--- config.mk ---
export PLATFORM = sky130hd
export DESIGN_NAME = debounce_onehot
export DESIGN_NICKNAME = d
export VERILOG_FILES = /design/src/rtl/debounce_onehot.sv
export SDC_FILE = /design/constraint.sdc
export NUM_CORES = 1
export LEC_CHECK = 0
export CORE_UTILIZATION = 60
export DETAILED_ROUTE_END_ITERATION = 6
export DONT_BUFFER_PORTS = 1
export HOLD_SLACK_MARGIN = 0.05
export PLACE_DENSITY = 0.73
export SKIP_LAST_GASP = 1
export SYNTH_ARGS = -nofsm -noshare
export SYNTH_HDL_FRONTEND = slang
export SYNTH_SLANG_ARGS = --single-unit
--- constraint.sdc ---
create_clock -name clk -period 2.3 [get_ports clk]
set_clock_uncertainty 0.05 [all_clocks]
set_input_delay 0.345 -clock clk [delete_from_list [all_inputs] [get_ports clk]]
set_output_delay 0.345 -clock clk [all_outputs]
set_load 0.02 [all_outputs]
--- src/rtl/debounce_onehot.sv ---
// debounce_onehot: front end for the 4-to-2 encoder.
// Synchronises and debounces four raw key lines, latches each debounced
// press as a pending request, and issues requests one at a time as a
// registered one-hot code on Y3..Y0, each code followed by a zero gap.
//
// Ports:
//   clk      - single clock, rising edge
//   rst_n    - asynchronous active-low reset
//   key_in   - raw asynchronous key lines, bit i maps to Yi
//   Y0..Y3   - one-hot request to the encoder (registered)
//   valid    - high exactly while one of Y3..Y0 is high (registered)
//   pending  - latched, not-yet-issued requests (registered)
module debounce_onehot #(
    parameter int unsigned DEBOUNCE_CYCLES = 16,
    parameter int unsigned HOLD_CYCLES     = 4
) (
    input  logic       clk,
    input  logic       rst_n,
    input  logic [3:0] key_in,
    output logic       Y0,
    output logic       Y1,
    output logic       Y2,
    output logic       Y3,
    output logic       valid,
    output logic [3:0] pending
);

    localparam int unsigned NUM_KEYS = 4;
    localparam int unsigned CNT_W    = $clog2(DEBOUNCE_CYCLES + 1);
    localparam int unsigned HOLD_W   = 8;
    localparam logic [CNT_W-1:0]  CNT_LAST  = CNT_W'(DEBOUNCE_CYCLES - 1);
    localparam logic [HOLD_W-1:0] HOLD_LOAD = HOLD_W'(HOLD_CYCLES - 1);

    typedef enum logic [1:0] {
        IDLE = 2'd0,
        HOLD = 2'd1,
        GAP  = 2'd2
    } state_t;

    logic [NUM_KEYS-1:0] sync1_q;
    logic [NUM_KEYS-1:0] sync2_q;
    logic [NUM_KEYS-1:0] stable_q;
    logic [NUM_KEYS-1:0] stable_prev_q;
    logic [CNT_W-1:0]    db_cnt_q [NUM_KEYS];

    logic [NUM_KEYS-1:0] pending_q;
    logic [NUM_KEYS-1:0] y_q;
    logic                valid_q;
    logic [HOLD_W-1:0]   hold_q;
    state_t              state_q;

    logic [NUM_KEYS-1:0] y_d;
    logic                valid_d;
    logic [HOLD_W-1:0]   hold_d;
    state_t              state_d;

    logic [NUM_KEYS-1:0] press_c;
    logic [NUM_KEYS-1:0] sel_c;
    logic [NUM_KEYS-1:0] clr_c;

    // Two-flop synchroniser and per-key debounce counter.
    always_ff @(posedge clk or negedge rst_n) begin
        if (!rst_n) begin
            sync1_q       <= '0;
            sync2_q       <= '0;
            stable_q      <= '0;
            stable_prev_q <= '0;
            for (int i = 0; i < int'(NUM_KEYS); i++) begin
                db_cnt_q[i] <= '0;
            end
        end else begin
            sync1_q       <= key_in;
            sync2_q       <= sync1_q;
            stable_prev_q <= stable_q;
            for (int i = 0; i < int'(NUM_KEYS); i++) begin
                if (sync2_q[i] == stable_q[i]) begin
                    db_cnt_q[i] <= '0;
                end else if (db_cnt_q[i] == CNT_LAST) begin
                    stable_q[i] <= ~stable_q[i];
                    db_cnt_q[i] <= '0;
                end else begin
                    db_cnt_q[i] <= db_cnt_q[i] + CNT_W'(1);
                end
            end
        end
    end

    // Debounced rising edge marks a new press.
    assign press_c = stable_q & ~stable_prev_q;

    // Highest pending index wins (Y3 over Y0).
    always_comb begin
        sel_c = '0;
        for (int i = 0; i < int'(NUM_KEYS); i++) begin
            if (pending_q[i]) begin
                sel_c    = '0;
                sel_c[i] = 1'b1;
            end
        end
    end

    // Issue FSM: next state and registered-output next values.
    always_comb begin
        state_d = state_q;
        hold_d  = hold_q;
        y_d     = y_q;
        valid_d = valid_q;
        clr_c   = '0;
        case (state_q)
            IDLE: begin
                if (pending_q != '0) begin
                    y_d     = sel_c;
                    valid_d = 1'b1;
                    clr_c   = sel_c;
                    hold_d  = HOLD_LOAD;
                    state_d = HOLD;
                end
            end
            HOLD: begin
                if (hold_q == '0) begin
                    y_d     = '0;
                    valid_d = 1'b0;
                    state_d = GAP;
                end else begin
                    hold_d = hold_q - HOLD_W'(1);
                end
            end
            GAP: begin
                y_d     = '0;
                valid_d = 1'b0;
                state_d = IDLE;
            end
            default: begin
                y_d     = '0;
                valid_d = 1'b0;
                state_d = IDLE;
            end
        endcase
    end

    // State, outputs and pending requests; a new press beats a same-cycle clear.
    always_ff @(posedge clk or negedge rst_n) begin
        if (!rst_n) begin
            state_q   <= IDLE;
            hold_q    <= '0;
            y_q       <= '0;
            valid_q   <= 1'b0;
            pending_q <= '0;
        end else begin
            state_q   <= state_d;
            hold_q    <= hold_d;
            y_q       <= y_d;
            valid_q   <= valid_d;
            pending_q <= (pending_q & ~clr_c) | press_c;
        end
    end

    assign {Y3, Y2, Y1, Y0} = y_q;
    assign valid            = valid_q;
    assign pending          = pending_q;

endmodule

### After elaboration in Yosys (flattened, before gate mapping)

Cells that the tools add are included.

| storage, ports and cells | value |
|---|---|
| output and inout port bits | 9 |
| register bits | 55 |
| logic and storage cells | 82 |
| input bits | 6 |

| cells by class | value |
|---|---|
| add/sub/neg operators | 5 |
| reductions and logical operators | 10 |
| mux-type cells | 26 |
| bitwise logic cells | 13 |
| eq/ne operators | 12 |

Operators by type and width:

| kind | number |
|---|---|
| 5-bit 2-to-1 mux | 8 |
| 4-bit 2-to-1 mux | 7 |
| 5-bit by 1-bit adder with 5-bit output, second input constant | 4 |
| 5-bit by 4-bit equality test with 1-bit output, second input constant | 4 |
| 8-bit 2-to-1 mux | 2 |
| 8-bit case mux with 2 select lines | 1 |
| 2-bit AND reduction | 5 |
| 4-bit bitwise AND | 2 |
| 8-bit logical NOT | 1 |
| 1-bit NOT | 8 |
| 4-bit NOT | 2 |
| 4-bit case mux with 2 select lines | 1 |
| 8-bit by 1-bit subtractor with 8-bit output, second input constant | 1 |
| 2-bit inequality test, second input constant | 3 |
| 1-bit equality test | 4 |
| 2-bit 2-to-1 mux | 2 |
| 4-bit OR | 1 |
| 2-bit case mux with 2 select lines | 1 |
| 4-bit nonzero test | 1 |
| 1-bit 2-to-1 mux | 3 |
| 3-bit AND reduction | 1 |
| 2-bit by 1-bit equality test with 1-bit output, second input constant | 1 |
| 2-bit logical NOT | 1 |
| 1-bit case mux with 2 select lines | 1 |
| 2-bit nonzero test | 1 |

### Depth between registers and ports, before layout

| depth | value |
|---|---|
| depth after elaboration | 9 |
| gate-level depth with buffers | 7 |
| gate-level depth less buffers | 6 |

### Least setup slack after synthesis

OpenSTA, ideal clock, no wires.

| path | value |
|---|---|
| path type | flip-flop to flip-flop |
| start point | register hold_q[4] |
| end point | register hold_q[7] |
| stages on the path, launching flop included | 4 |
| setup slack | 0.432 ns |
| arrival time | 1.698 ns |
| data required time | 2.130 ns |
| setup time | 0.120 ns |
| path buffers | 0 |
| clock period less this slack | 1.868 ns |
| cells stage by stage | dfrtp_1 > or4_4 > or4_4 > a31o_1 |

| between the ends | value |
|---|---|
| cells in the longest elaborated chain, start to end | 3 |
| elaborated cells on any way between the ends | 6 |
| classes of those cells | add/sub (1); eq/ne (1); mux (2); reduce/logical (2) |

RTL lines:

| item | line | text |
|---|---|---|
| start: declaration | 49 | `logic [HOLD_W-1:0] hold_q;` |
| start signal: assignment | 151 | `hold_q <= hold_d;` |
| 8-bit by 1-bit subtractor with 8-bit output / 8-bit logical NOT (equally long branches) | 125, 120 |  |
| 8-bit 2-to-1 mux / 2-bit inequality test (equally long branches) | n/a |  |
| 8-bit case mux with 2 select lines / 3-bit AND reduction (equally long branches) | n/a |  |

Several ways; a longest one is shown, not always the timed one. The select of a mux whose other input is x is not followed.
A chain may end at the register's enable or synchronous reset.

### Worst setup path in the final report

| path | value |
|---|---|
| start point | register hold_q[4] |
| end point | register hold_q[0] |

| between the ends | value |
|---|---|
| cells in the longest elaborated chain, start to end | 3 |

RTL lines:

| item | line | text |
|---|---|---|
| 8-bit logical NOT | 120 | `if (hold_q == '0) begin` |
| 2-bit inequality test (no source line) | n/a |  |
| 3-bit AND reduction (no source line) | n/a |  |

No other way between the ends.

==> key figures <==
Run status
  • Outcome: finished, final reports clean

Power and ir drop
  • Max VDD drop: 645 uV
  • PD cells: 698 mW/mm^2
  • Total leakage power: 1.18 nW
  • Total design power: 1.65 mW

STA
  • Tmin final: 2020 ps
  • Maximum clock frequency: 0.496 GHz
  • Hold Vio Cnt, Final: 0
  • Worst relative slew slack: 0.656
  • Fin crit share: 0.877
  • RSZ-0062 raised after global routing: no
  • Worst slew pin tran: 510 ps
  • Final Slew Violations: 0
  • Setup TNS: 0 ps
  • Final setup violation count: 0

Synthesis
  • Seq cells post-synth: 54
  • Warnings, synthesis: 0
  • Post-Syn Instances: 173
  • Syn avg cell area: 12.3 sq um
  • Sequential area share after synthesis: 0.634
  • Post-Syn Nets: 185
  • Yosys cell types: 29
  • Cell area after synthesis: 0.00213 sq mm

Worst setup path
  • WS Path Type: register to register
  • Worst Path Arrival: 2240 ps
  • Crit path max fanout: 13
  • R2r endpoint: hold_q[0]
  • Critical Path Max Stage Delay: 590 ps
  • Worst setup SP type: register
  • Top Family by Delay on Critical Path: simple AND/OR/NAND/NOR gates
  • Worst r2r src: hold_q[4]
  • Slowest CP cell: or4_4
  • Reg-to-reg slack, setup: 280 ps
  • Required @ worst endpoint: 2520 ps
  • Buf/Inv on CP: 1
  • Crit end category: register
  • R2R cell count: 5
  • CP Cell Sequence: or4_4 > o311ai_4 > buf_4 > nand2_1 > mux2_2

Worst hold path
  • Worst hold stages: 0
  • Hold Path Sink: sync2_q[1]
  • Worst hold start: sync1_q[1]
  • Hold Path Class: register to register

Die
  • Die area: 0.00380 sq mm
  • DIE HEIGHT: 61.6 microns
  • Row count: 21
  • Io pins: 15
  • Starting Density: 0.634
  • Width of the chip: 61.6 microns
  • Core area: 0.00336 sq mm

Clock tree
  • CTS buffer count: 5
  • Clock slew at reported path FFs: 170 ps
  • Sink Count: 54
  • Max H-tree Level: 2
  • Post-CTS Setup Inserts: 0
  • Root buffer cell: clkbuf_4
  • Worst skew pair latency: 380 ps
  • CTS tree: yes
  • Hold Buf Count CTS: 6
  • # resized after CTS: 0
  • Clock Path Buffers: 2

Layout
  • Fin nets: 199
  • Area delta synth->final: 10.8%
  • Area occupied by multi-input gates: 738 sq um
  • Share of cells above drive strength 1: 0.106
  • Commonest cells after routing, fill and taps aside: dfrtp_1 (54), o21ai_0 (16), nor2_1 (16)
  • Most common cell after layout, fill and taps aside: dfrtp_1
  • Ant diodes: 0
  • FILL cells: 272
  • Register Area: 0.00135 sq mm

Detailed routing
  • DRT antenna net count: 0
  • Vias/cell: 5.66
  • Initial DRC count: 78
  • Detailed Route WL: 3450 microns
  • Via count: 1324
  • Wirelength per Cell: 14.7 microns
  • DRC viols: 0
  • Pre-antenna DRT Iters: 4

Placed design
  • Hpwl dp: 2280 microns
  • Port bufs: 0
  • GPL Wtd Cong: 0.823

GRT
  • Tot GR Track Use: 0.210
  • Total grt overflow: 0
  • First-pass GRT wire length: 5460 microns
  • Pin count of the biggest net entering global routing: 55
  • Initial antenna violation count: 0
  • Number of global-route vias before repair: 1236

Job
  • Max-Cap Viols: 0
## worst max-delay path by stage
stage	end	from	cells after the start	slack, ps
final	hold_q[0]	hold_q[4]	5	280
after global routing	hold_q[0]	hold_q[4]	5	210
after CTS	hold_q[0]	hold_q[4]	5	300
after detailed placement	hold_q[0]	hold_q[4]	5	320
after global placement	hold_q[0]	hold_q[4]	5	380
after floorplan	hold_q[7]	hold_q[4]	3	430
## layout make-up
cell class / count / area share
repair buffers: 8 / 0.0392
clock buffers: 5 / 0.0159
well taps: 46 / 0.0244
multi-input cells: 108 / 0.312
clock inverters: 3 / 0.0201
inverters: 10 / 0.0159
flip-flops and latches: 54 / 0.572
## cells by family (layout without fill, tap and decap cells)
logic type	count (synthesis)	count (layout)	synth area share
AND/OR/NAND/NOR	56	56	0.142
flip-flops	54	54	0.634
AO/OA/AOI/OAI	32	32	0.109
XOR/XNOR	12	12	0.0493
buffers and inverters	11	26	0.0200
adder cells (fa/ha/maj)	6	6	0.0352
multiplexers	2	2	0.0106
## worst reg2reg max path, delay by kind of cell (launching register included)
kind	cells	cell delay (ps)
mux	1	260
compound gates	1	270
flops	1	430
simple gates	2	670
buf+inv	1	240
## synth_stat cells
library cell,number,share of area
and3_1,4,0.012
nand2_1,7,0.012
o2bb2ai_1,1,0.0041
nand3_1,8,0.019
o311ai_4,1,0.012
or4_4,2,0.011
a31o_1,1,0.0041
nor2_1,16,0.028
dfrtp_1,54,0.63
o21ai_0,16,0.038
o31ai_1,2,0.0070
and2_1,8,0.023
mux2_2,2,0.011
inv_1,10,0.018
nand2b_1,2,0.0059
or2b_1,1,0.0035
or2_2,2,0.0059
nor4_2,1,0.0059
or4_1,1,0.0035
buf_2,1,0.0023
nor4_1,1,0.0029
or3_2,1,0.0035
o311ai_0,3,0.012
xor2_1,12,0.049
o41ai_1,3,0.012
ha_1,6,0.035
or3_1,2,0.0059
o211ai_1,2,0.0070
a22o_1,3,0.012
## state kept, by name (all words and copies together), names as in the netlist
signal	flops
hold_q	8
sync1_q	4
stable_prev_q	4
valid	1
db_cnt_q	20
pending	4
state_q	1
y_q	4
stable_q	4
sync2_q	4
## metal layers
| layer | part of all wire | up-vias | wire (microns) | global-route usage |
|---|---|---|---|---|
| li1 | - | 635 | - | - |
| met1 | 0.44 | 658 | 1530 | 0.259 |
| met2 | 0.50 | 25 | 1740 | 0.326 |
| met3 | 0.037 | 6 | 126 | 0.0861 |
| met4 | 0.016 | 0 | 55 | 0.0921 |
| met5 | 0 | - | 0 | 0 |
## where the power goes
group	switching [mW]	internal [mW]	leakage, nW
logic	0.0618	0.0423	0.410
clock network	0.305	0.237	0.0462
registers	0.0225	0.980	0.725
## per-stage QoR
stage	setup WS, ps	instances	hold slack (ps)	utilization	cell area (sq um)
final	282	234	322	0.702	2360
after global routing	214	234	329	0.702	2360
after CTS	303	234	324	0.702	2360
after detailed placement	319	220	0.554	0.654	2200
after global placement	376	220	0.669	0.654	2200
after floorplan	432	173	-0.591	-	2130
Note: power is estimated with default switching activity, not from simulation.
